### config.mk
export PLATFORM = sky130hd
export DESIGN_NAME = asym_fifo_flat
export DESIGN_NICKNAME = d
export VERILOG_FILES = /design/src/rtl/asym_fifo_pkg.sv /design/src/rtl/asym_fifo_if.sv /design/src/rtl/asym_fifo_ctrl.sv /design/src/rtl/asym_fifo.sv /design/src/flat_wrapper.sv
export SDC_FILE = /design/constraint.sdc
export NUM_CORES = 1
export LEC_CHECK = 0
export CORE_AREA = 3 3 89 91
export DETAILED_ROUTE_END_ITERATION = 16
export DIE_AREA = 0 0 92 94
export MAX_ROUTING_LAYER = met4
export PLACE_DENSITY = 0.65
export RECOVER_POWER = 100
export SETUP_SLACK_MARGIN = 0.05
export SYNTH_ARGS = -nofsm -noshare
export SYNTH_HDL_FRONTEND = slang
export SYNTH_SLANG_ARGS = --single-unit
export TNS_END_PERCENT = 30
### constraint.sdc
create_clock -name clk -period 8.7 [get_ports clk]
set_input_delay 1.74 -clock clk [delete_from_list [all_inputs] [get_ports clk]]
set_output_delay 1.74 -clock clk [all_outputs]
set_load 0.01 [all_outputs]
### src/rtl/asym_fifo_pkg.sv
// Shared helpers for the asymmetric FIFO: free-slot arithmetic and parameter legality checks.
// Combinational only; no latency or backpressure of its own.
package asym_fifo_pkg;

  function automatic int slots_free(int depth, int cnt);
    return depth - cnt;
  endfunction

  function automatic bit is_pow2(int v);
    return (v >= 1) && ((v & (v - 1)) == 0);
  endfunction

  function automatic bit depth_fits_ratio(int depth, int ratio);
    return (ratio >= 1) && ((depth % ratio) == 0);
  endfunction

endpackage

### src/rtl/asym_fifo_if.sv
// Wide-write / narrow-read FIFO bus: write and pop requests plus data, occupancy and status flags.
// Producer/consumer side uses master; the FIFO uses slave.
interface asym_fifo_if #(
  parameter int DATA_W     = 8,
  parameter int RATIO      = 2,
  parameter int ADDR_WIDTH = 3
);
  logic                      wr;
  logic [RATIO*DATA_W-1:0]   w_data;
  logic                      rd;
  logic [DATA_W-1:0]         r_data;
  logic                      full;
  logic                      empty;
  logic                      almost_full;
  logic [ADDR_WIDTH:0]       count;
  logic                      wr_err;
  logic                      rd_err;

  modport master (
    output wr, w_data, rd,
    input  r_data, full, empty, almost_full, count, wr_err, rd_err
  );

  modport slave (
    input  wr, w_data, rd,
    output r_data, full, empty, almost_full, count, wr_err, rd_err
  );
endinterface

### src/rtl/asym_fifo_ctrl.sv
// Pointer/occupancy control: wr_ptr steps by RATIO, rd_ptr by 1; flags and errors follow one edge later.
// Backpressure: writes refused while full, pops refused while empty, each refusal pulses its error flag.
module asym_fifo_ctrl
  import asym_fifo_pkg::*;
#(
  parameter int RATIO      = 2,
  parameter int ADDR_WIDTH = 3,
  parameter int AF_LEVEL   = 6
) (
  input  logic                  clk,
  input  logic                  reset,
  input  logic                  wr,
  input  logic                  rd,
  output logic [ADDR_WIDTH-1:0] w_addr,
  output logic [ADDR_WIDTH-1:0] r_addr,
  output logic                  we,
  output logic [ADDR_WIDTH:0]   count,
  output logic                  full,
  output logic                  empty,
  output logic                  almost_full,
  output logic                  wr_err,
  output logic                  rd_err
);
  localparam int DEPTH = 2 ** ADDR_WIDTH;
  localparam int CW    = ADDR_WIDTH + 2;
  localparam logic [CW-1:0]         RATIO_INC = CW'(RATIO);
  localparam logic [ADDR_WIDTH-1:0] PTR_STEP  = ADDR_WIDTH'(RATIO);
  localparam logic [ADDR_WIDTH-1:0] PTR_ONE   = ADDR_WIDTH'(1);

  logic [ADDR_WIDTH-1:0] wr_ptr;
  logic [ADDR_WIDTH-1:0] rd_ptr;
  logic [ADDR_WIDTH:0]   count_q;
  logic                  wr_err_q;
  logic                  rd_err_q;
  logic                  wr_acc;
  logic                  rd_acc;
  logic [CW-1:0]         count_next;

  // Accept decisions use only the registered occupancy, never the post-operation value.
  always_comb begin
    empty       = (count_q == '0);
    full        = slots_free(DEPTH, int'(count_q)) < RATIO;
    almost_full = int'(count_q) >= AF_LEVEL;
    wr_acc      = wr & ~full;
    rd_acc      = rd & ~empty;
    count_next  = {1'b0, count_q};
    if (wr_acc) count_next = count_next + RATIO_INC;
    if (rd_acc) count_next = count_next - CW'(1);
  end

  always_ff @(posedge clk) begin
    if (reset) begin
      wr_ptr   <= '0;
      rd_ptr   <= '0;
      count_q  <= '0;
      wr_err_q <= 1'b0;
      rd_err_q <= 1'b0;
    end else begin
      if (wr_acc) wr_ptr <= wr_ptr + PTR_STEP;
      if (rd_acc) rd_ptr <= rd_ptr + PTR_ONE;
      count_q  <= count_next[ADDR_WIDTH:0];
      wr_err_q <= wr & full;
      rd_err_q <= rd & empty;
    end
  end

  occupancy_bounded: assert property (@(posedge clk) disable iff (reset)
    count_next <= CW'(DEPTH));

  // Reset must also suppress the storage write issued in the same cycle.
  assign we     = wr_acc & ~reset;
  assign w_addr = wr_ptr;
  assign r_addr = rd_ptr;
  assign count  = count_q;
  assign wr_err = wr_err_q;
  assign rd_err = rd_err_q;

endmodule

### src/rtl/asym_fifo.sv
// Asymmetric FIFO: RATIO*DATA_W words in, DATA_W slices out LS-slice first, first-word-fall-through, 1-cycle latency.
// Backpressure: full when fewer than RATIO slots are free; refused writes/pops flag wr_err/rd_err.
module asym_fifo
  import asym_fifo_pkg::*;
#(
  parameter int DATA_W     = 8,
  parameter int RATIO      = 2,
  parameter int ADDR_WIDTH = 3,
  parameter int AF_LEVEL   = 6
) (
  input  logic           clk,
  input  logic           reset,
  asym_fifo_if.slave     bus
);
  localparam int DEPTH = 2 ** ADDR_WIDTH;

  if (!is_pow2(RATIO)) begin : g_bad_ratio
    $error("asym_fifo: RATIO must be a power of 2 and at least 1");
  end
  if (!depth_fits_ratio(DEPTH, RATIO)) begin : g_bad_depth
    $error("asym_fifo: DEPTH must be a multiple of RATIO");
  end

  logic [DATA_W-1:0]     mem [DEPTH];
  logic [ADDR_WIDTH-1:0] w_addr;
  logic [ADDR_WIDTH-1:0] r_addr;
  logic                  we;

  asym_fifo_ctrl #(
    .RATIO      (RATIO),
    .ADDR_WIDTH (ADDR_WIDTH),
    .AF_LEVEL   (AF_LEVEL)
  ) u_ctrl (
    .clk         (clk),
    .reset       (reset),
    .wr          (bus.wr),
    .rd          (bus.rd),
    .w_addr      (w_addr),
    .r_addr      (r_addr),
    .we          (we),
    .count       (bus.count),
    .full        (bus.full),
    .empty       (bus.empty),
    .almost_full (bus.almost_full),
    .wr_err      (bus.wr_err),
    .rd_err      (bus.rd_err)
  );

  // A word never straddles the wrap since DEPTH is a multiple of RATIO.
  always_ff @(posedge clk) begin
    if (we) begin
      for (int i = 0; i < RATIO; i++) begin
        mem[w_addr + ADDR_WIDTH'(i)] <= bus.w_data[i*DATA_W +: DATA_W];
      end
    end
  end

  assign bus.r_data = mem[r_addr];

endmodule
### src/flat_wrapper.sv
// flat-port wrapper written by rule: the top's interface ports become plain ports
module asym_fifo_flat import asym_fifo_pkg::*;
#(
  parameter int DATA_W     = 8,
  parameter int RATIO      = 2,
  parameter int ADDR_WIDTH = 3,
  parameter int AF_LEVEL   = 6
)
  (clk, reset, bus_wr, bus_w_data, bus_rd, bus_r_data, bus_full, bus_empty, bus_almost_full, bus_count, bus_wr_err, bus_rd_err);
  asym_fifo_if #(.DATA_W(DATA_W), .RATIO(RATIO), .ADDR_WIDTH(ADDR_WIDTH)) bus_i ();
  input  logic clk;
  input  logic reset;
  input wire logic [$bits(bus_i.wr)-1:0] bus_wr;
  input wire logic [$bits(bus_i.w_data)-1:0] bus_w_data;
  input wire logic [$bits(bus_i.rd)-1:0] bus_rd;
  output wire logic [$bits(bus_i.r_data)-1:0] bus_r_data;
  output wire logic [$bits(bus_i.full)-1:0] bus_full;
  output wire logic [$bits(bus_i.empty)-1:0] bus_empty;
  output wire logic [$bits(bus_i.almost_full)-1:0] bus_almost_full;
  output wire logic [$bits(bus_i.count)-1:0] bus_count;
  output wire logic [$bits(bus_i.wr_err)-1:0] bus_wr_err;
  output wire logic [$bits(bus_i.rd_err)-1:0] bus_rd_err;
  assign bus_i.wr = bus_wr;
  assign bus_i.w_data = bus_w_data;
  assign bus_i.rd = bus_rd;
  assign bus_r_data = bus_i.r_data;
  assign bus_full = bus_i.full;
  assign bus_empty = bus_i.empty;
  assign bus_almost_full = bus_i.almost_full;
  assign bus_count = bus_i.count;
  assign bus_wr_err = bus_i.wr_err;
  assign bus_rd_err = bus_i.rd_err;
  asym_fifo #(.DATA_W(DATA_W), .RATIO(RATIO), .ADDR_WIDTH(ADDR_WIDTH), .AF_LEVEL(AF_LEVEL)) u_core (.clk(clk), .reset(reset), .bus(bus_i));
endmodule
# After elaboration in Yosys (flattened, before gate mapping)
# Memory sizes are Yosys's and may differ from the RTL's. A register that Yosys moved wholly into a read port is not among the register bits.
# Cells that the tools add are included.
dict set report word_totals {
  ff_bits 12
  latch_bits 0
  ram_bits 64
  mem_bits_ro 0
  in_bits 20
  out_inout_bits 17
  wordCells 29
  memories 1
}
# memory depth word_bits read_ports rd_clocked_by_memory_dff write_ports line
set memory_table {}
lappend memory_table {u_core.mem 8 8 1 1 2 asym_fifo.sv:24} ;# logic [DATA_W-1:0] mem [DEPTH];
dict set report classes {
  add_sub_neg 6
  multipliers 0
  div_mod_pow 0
  order_cmp 2
  n_eq_ne 0
  shift 0
  muxes 6
  bitwise 8
  n_reduce_logical 1
}
# op n
set ops {}
lappend ops {{$mux 4} 2}
lappend ops {{$add 3x1->3 const B} 2}
lappend ops {{$mux 3} 2}
lappend ops {{$and 1x1->1} 5}
lappend ops {{$lt 5x3->1 const B} 1}
lappend ops {{$sub 4x4->5 const A} 1}
lappend ops {{$add 4x2->4 const B} 1}
lappend ops {{$ge 4x3->1 const B} 1}
lappend ops {{$logic_not 4->1} 1}
lappend ops {{$sub 4x1->4 const B} 1}
lappend ops {{$add 3x2->3 const B} 1}
lappend ops {{$not 1->1} 3}
lappend ops {{$mux 1} 2}

# Logic depth before layout (Yosys ltp)
# Gate-level depths: netlist of the first run.
dict set report logic_depth {
  depth_word 7
  mapped_depth 11
  ltp_nobuf 10
}

# Hierarchy
# Synthesis of the first run repeated with hierarchy kept, for this count alone.
dict set report hier_totals {
  hier_cells 268
  area_unflattened_um2 4027.6
}
# mod instances cells_each area_each_um2 seq_area_each_um2
set modules_own_cells {}
lappend modules_own_cells {asym_fifo 1 187 3333.2 1921.8}
lappend modules_own_cells {asym_fifo_ctrl 1 81 694.4 220.2}

# Worst setup path before layout of the first run
# OpenSTA, ideal clock, no wires.
dict set report synth_timing {
  path_type {input-to-reg}
  start {input port bus_wr}
  end {memory u_core.mem[0][0], enable pin}
  setup_ns 0.413
  arrival_time_ns 3.451
  required_time_ns 8.287
  slack_ns 4.836
  path_stages 5
  n_path_buf 1
  path_cell_list {inv_1 a21oi_1 nand2b_1 buf_6 nor3b_1}
}
# item line
set synth_rtl {}
lappend synth_rtl {{from (decl)} flat_wrapper.sv:13} ;# input wire logic [$bits(bus_i.wr)-1:0] bus_wr;
lappend synth_rtl {{to (decl)} asym_fifo.sv:24}

# Final worst setup path of the first run
dict set report layout_timing {
  start {register u_core.u_ctrl.count_q[1] (netlist: u_core.u_ctrl.count[1])}
  end {output port bus_full}
}
dict set report layout_via {
  elab_chain_len 2
}
# item line
set layout_rtl {}
lappend layout_rtl {{from (decl)} asym_fifo_ctrl.sv:32} ;# logic [ADDR_WIDTH:0] count_q;
lappend layout_rtl {{from (signal assigned)} asym_fifo_ctrl.sv:61} ;# count_q <= count_next[ADDR_WIDTH:0];
lappend layout_rtl {{$sub 4x4->5} asym_fifo_pkg.sv:6} ;# return depth - cnt;
lappend layout_rtl {{$lt 5x3->1} asym_fifo_ctrl.sv:42} ;# full = slots_free(DEPTH, int'(count_q)) < RATIO;
lappend layout_rtl {{to (decl)} flat_wrapper.sv:17} ;# output wire logic [$bits(bus_i.full)-1:0] bus_full;
# Every way passes these cells.

==> results of run 1 <==
## registers in the layout, indices dropped and copies added, names as in the netlist, named ones only
register              cells
u_core.u_ctrl.rd_err      1
u_core.mem               64
u_core.u_ctrl.r_addr      3
u_core.u_ctrl.wr_err      1
u_core.u_ctrl.count       4
u_core.u_ctrl.w_addr      2
## cells in the final DEF, fill, tap and decap left out, types with 3 or more instances in the layout
master          n
nand2_1         6
clkbuf_1        9
mux4_2         16
ha_1           10
dfxtp_1        14
o21ai_0         3
clkbuf_8        9
nand2b_1        6
mux2_2          8
nor3b_1         7
edfxtp_1       64
xnor2_1         3
inv_1           7
dlygate4sd3_1  35
nor2_1          6
a21oi_1         4
## metal layers
layer / vias up / GRT usage [%] / part of all wire [%]
li1: 792 / - / -
met1: 780 / 18.8 / 47
met2: 31 / 21.2 / 47
met3: 9 / 3.04 / 3.4
met4: 0 / 7.05 / 2.1
met5: - / - / 0
## report_power, final
| part | internal, mW | switching (mW) |
|---|---|---|
| Clock | 0.121 | 0.120 |
| Combinational | 0.224 | 0.189 |
| Sequential | 0.459 | 0.0330 |
## kinds of logic after synthesis
logic type | after synthesis | share of synthesized area (%)
flops | 78 | 68.0
simple gates | 35 | 6.26
mux | 25 | 14.2
buf+inv | 16 | 2.16
compound gates | 14 | 3.52
fa+ha+maj | 10 | 3.87
xor+xnor | 5 | 1.93
## stage by stage
step	util [%]	std cells	worst slack, ns	total power, mW	hold WS (ns)
floorplan	-	183	4.84	0.810	0.454
global placement	51.8	314	4.72	0.961	0.466
detailed placement	51.8	314	4.66	0.962	0.477
CTS	54.2	330	4.32	1.21	0.487
global route	53.4	330	3.88	1.22	0.500
finish	53.4	330	4.03	1.15	0.480
## critical path, cell delays in order (launching register included)
cell and delay (ns):
dfxtp_1 0.36, inv_1 0.22, ha_1 0.23, or3b_4 0.42, a311oi_1 0.66, a21o_1 0.16, clkdlybuf4s50_1 0.54
## how the worst max path moves through the flow
stage | start | endpoint | slack [ns] | depth (start not counted)
after floorplan | bus_wr | u_core.mem[0][0] | 4.84 | 5
after global placement | bus_wr | u_core.mem[2][3] | 4.72 | 6
after detailed placement | bus_wr | u_core.mem[3][2] | 4.66 | 6
after CTS | u_core.u_ctrl.count[1] | bus_full | 4.32 | 6
after global routing | u_core.u_ctrl.count[1] | bus_full | 3.88 | 6
final | u_core.u_ctrl.count[1] | bus_full | 4.03 | 6
## area by class of cell
| type | count | area, um2 |
|---|---|---|
| timing repair buffer | 41 | 383 |
| clock inverter | 1 | 5.00 |
| multi-input combinational | 89 | 942 |
| sequential | 78 | 2200 |
| inverter | 7 | 26.3 |
| fill | 606 | 3360 |
| clock buffer | 15 | 168 |
| tap | 99 | 124 |
==> flow_summary_export.csv, run 1 <==
group,metric,value,unit
clock_tree,cts_sinks,78,
power_and_ir_drop,ir_drop,146,uV
critical_path,startpoint_type,"flop",
global_route,grt_pass1_vias,1702,
clock_tree,cts_setup_buffers,0,
logic_synthesis,synth-seq-area-share,68.0,%
placement,io_buffers,36,
clock_tree,postCtsHoldBufs,0,
sta,hold_viol_final,0,
clock_tree,cts_buffers,9,
clock_tree,cts_resized,0,
sta,relSlewSlack,30.4,%
sta,setup_viol,0,
routing,wl,5400,um
worst_hold_path,hp-class,"flop to flop",
worst_hold_path,hold_path_startpoint,"u_core.u_ctrl.r_addr[1]",
global_route,grt_overflow,0,
logic_synthesis,synthCells,183,
logic_synthesis,synth_common_cells,"edfxtp_1, mux4_2, dfxtp_1, ha_1, mux2_2",
critical_path,worst-path-max-fanout,8,
sta,clock_skew,0.0117,ns
floorplanning,core.rowCount,31,
floorplanning,core,7210,um2
power_and_ir_drop,power_density,298,nW/um2
sta,period_needed,4.67,ns
floorplanning,start_util,44.9,%
critical_path,end_kind,"primary output",
floorplanning,die_area,8650,um2
critical_path,r2r-end,"u_core.mem[2][0]",
clock_tree,cts_htree_levels,3,
placement,gp_congestion,0.764,
logic_synthesis,netlist_area,3240,um2
critical_path,critPathArrivalTime,2.93,ns
routing,drt-pass1-iter-count,4,
critical_path,rrSetupSlack,5.22,ns
logic_synthesis,synth_top_area_share,59.4,%
routing,vias,1612,
power_and_ir_drop,p_leak,1.29,nW
sta,max_freq,214,MHz
worst_hold_path,whs_path_depth,2,
logic_synthesis,synthesis.nets,213,
sta,setup_tns,0,ns
routing,dr.first_iter.drc_count,66,
critical_path,crit_required,6.96,ns
routing,remaining_drc_errors,0,
sta,period_share,53.7,%
sta,rsz0062_at_grt,"false",
floorplanning,die_w,92,um
global_route,grt_max_degree,17,
logic_synthesis,synth.most_common_cell,"edfxtp_1",
cells_and_area,syn_to_final_growth,18.9,%
placement,place_area,3730,um2
clock_tree,clock_latency,0.34,ns
global_route,antenna_found_initial,0,
sta,slew_viol_final,0,
floorplanning,io_pins,37,
logic_synthesis,synth_warnings,0,
logic_synthesis,synth-seq-cells,78,
critical_path,reg2reg_from,"u_core.u_ctrl.count[1]",
logic_synthesis,synth_cell_types,32,
critical_path,crit_type,"flop to primary output",
clock_tree,cts_root_buf,"clkbuf_8",
clock_tree,clk_pin_slew_worst_paths,0.08,ns
clock_tree,clockBufferDepth,2,
cells_and_area,drive_gt1_share,16.5,%
global_route,grt_pass1_wl,8930,um
sta,worst_pin_slew,1.04,ns
routing,wl_per_cell,16.3,um
logic_synthesis,syn_avg_cell_area,17.7,um2
logic_synthesis,synth_ff_type,"edfxtp_1",
logic_synthesis,synth_edf_count,64,
global_route,grt_util_all_layers,14.3,%
logic_synthesis,synthTopCellsByArea,"edfxtp_1, mux4_2, dfxtp_1",
cells_and_area,final_nets,256,
job,cap_violations,0,
routing,vias_per_cell,4.88,
routing,drtAntennaViolNets,0,
critical_path,worstRegToRegCells,7,
cells_and_area,antenna_cells,0,
status,status,"finished clean",
floorplanning,fp.dieH,94,um
logic_synthesis,async_flop_share,0,%
logic_synthesis,synth.largest_area_cell,"edfxtp_1",
cells_and_area,finish.instance_area,3850,um2
placement,dp_hpwl,3480,um
clock_tree,tritoncts,"done",
Power figures use the tool's default switching activity.
==> inputs of run 2 (changes only) <==
PLACE_DENSITY = 0.68   (was 0.65)
clock period = 4.15 ns   (was 8.7 ns; I/O delays follow)
==> flow_summary_export.csv, run 2 (synthesis gave the netlist of run 1 again) <==
group,metric,value,unit
cells_and_area,fillers,614,
sta,period_share,85.3,%
placement,place_area,3730,um2
cells_and_area,finish.instance_area,3910,um2
critical_path,worstRegToRegCells,7,
routing,wl_per_cell,16.0,um
cells_and_area,fin_util,54.1,%
critical_path,cpLargestDelayFamily,"buffers and inverters",
floorplanning,die_area,8650,um2
critical_path,end_kind,"primary output",
critical_path,crit_type,"flop to primary output",
clock_tree,cts_sinks,78,
clock_tree,clock_latency,0.34,ns
critical_path,worst-path-max-fanout,8,
critical_path,crit_required,3.32,ns
floorplanning,die_w,92,um
routing,dr.first_iter.drc_count,87,
cells_and_area,syn_to_final_growth,20.6,%
cells_and_area,layout_common_cells,"edfxtp_1, dlygate4sd3_1, mux4_2",
sta,worst_pin_slew,1.03,ns
critical_path,critical_path.cell_chain,"inv_1 > ha_1 > or3b_1 > a311oi_4 > a21o_1 > dlygate4sd3_1",
routing,remaining_drc_errors,0,
global_route,antenna_found_initial,0,
routing,vias,1661,
cells_and_area,antenna_cells,0,
critical_path,critPathArrivalTime,2.71,ns
floorplanning,core.rowCount,31,
placement,dp_hpwl,3450,um
routing,wl,5270,um
cells_and_area,final_common_cell,"edfxtp_1",
global_route,grt_pass1_vias,1757,
clock_tree,cts_htree_levels,3,
clock_tree,cts_buffers,9,
cells_and_area,final_nets,256,
global_route,grt_util_all_layers,14.1,%
routing,drt-pass1-iter-count,4,
critical_path,slowest_delay,0.60,ns
floorplanning,fp.dieH,94,um
critical_path,startpoint,"u_core.u_ctrl.count[1]",
status,status,"finished clean",
sta,hold_viol_final,0,
clock_tree,postCtsHoldBufs,0,
clock_tree,cts_root_buf,"clkbuf_8",
clock_tree,clockBufferDepth,2,
critical_path,crit_buf_inv,2,
power_and_ir_drop,power_density,643,nW/um2
clock_tree,tritoncts,"done",
clock_tree,cts_setup_buffers,0,
sta,relSlewSlack,31.1,%
placement,gp_congestion,0.787,
sta,slew_viol_final,0,
power_and_ir_drop,power,2.51,mW
critical_path,crit_path_top_delay_cell,"dlygate4sd3_1",
sta,clock_skew,0.00972,ns
sta,setup_tns,0,ns
floorplanning,io_pins,37,
clock_tree,cts_resized,0,
global_route,grt_overflow,0,
placement,io_buffers,36,
floorplanning,start_util,44.9,%
global_route,grt_max_degree,17,
cells_and_area,regMostFlops,"u_core.mem",
sta,setup_viol,0,
job,cap_violations,0,
power_and_ir_drop,p_leak,1.31,nW
sta,rsz0062_at_grt,"false",
power_and_ir_drop,ir_drop,382,uV
worst_hold_path,hold_path_startpoint,"u_core.u_ctrl.r_addr[1]",
global_route,grt_pass1_wl,8940,um
clock_tree,clk_pin_slew_worst_paths,0.07,ns
critical_path,rrSetupSlack,0.90,ns
cells_and_area,drive_gt1_share,17.7,%
critical_path,startpoint_type,"flop",
critical_path,r2r-end,"u_core.mem[7][1]",
sta,max_freq,283,MHz
worst_hold_path,whs_path_depth,2,
cells_and_area,largest_reg_flops,64,
routing,vias_per_cell,5.03,
critical_path,reg2reg_from,"u_core.u_ctrl.count[1]",
worst_hold_path,hp-class,"flop to flop",
sta,period_needed,3.54,ns
floorplanning,core,7210,um2
routing,drtAntennaViolNets,0,
## run 2: worst max-delay path by stage
stage | end | slack, ns | depth (start not counted)
after floorplan | u_core.mem[0][0] | 0.97 | 7
after global placement | bus_full | 1.14 | 6
after detailed placement | bus_full | 1.10 | 6
after CTS | bus_full | 0.71 | 6
after global routing | bus_full | 0.43 | 6
final | bus_full | 0.61 | 6
## run 2: area by class of cell
cell class	count	area, um2	area share [%]
Sequential cell	78	2200	56.4
Multi-Input combinational cell	89	957	24.5
Inverter	7	26.3	0.673
Clock buffer	10	128	3.27
Clock inverter	6	85.1	2.18
Tap cell	99	124	3.17
Timing Repair Buffer	41	383	9.80
## run 2: metal layers
layer | global-route usage [%] | vias up | share of wire [%]
li1 | - | 800 | -
met1 | 16.8 | 811 | 42
met2 | 22.7 | 48 | 52
met3 | 4.25 | 2 | 5.2
met4 | 5.57 | 0 | 0.78
met5 | - | - | 0
## run 2: power by group
group          leakage (nW)  internal [mW]  switching (mW)
clock network         0.104          0.338           0.256
logic                 0.514          0.474           0.409
registers             0.694          0.963          0.0703
## run 2: worst reg2reg max path, stage by stage (launching register included)
cell and delay [ns]:
dfxtp_1 0.42, inv_1 0.17, ha_1 0.24, or3b_1 0.30
a311oi_4 0.17, nand2b_1 0.37, nor3b_1 0.50, clkbuf_1 0.71
## run 2: through the flow
stage          hold slack, ns  cells  setup slack (ns)
2_1_floorplan           0.454    183             0.966
3_3_place_gp            0.471    314              1.14
3_5_place_dp            0.491    314              1.10
4_1_cts                 0.508    330             0.712
5_1_grt                 0.558    330             0.432
6_report                0.504    330             0.611
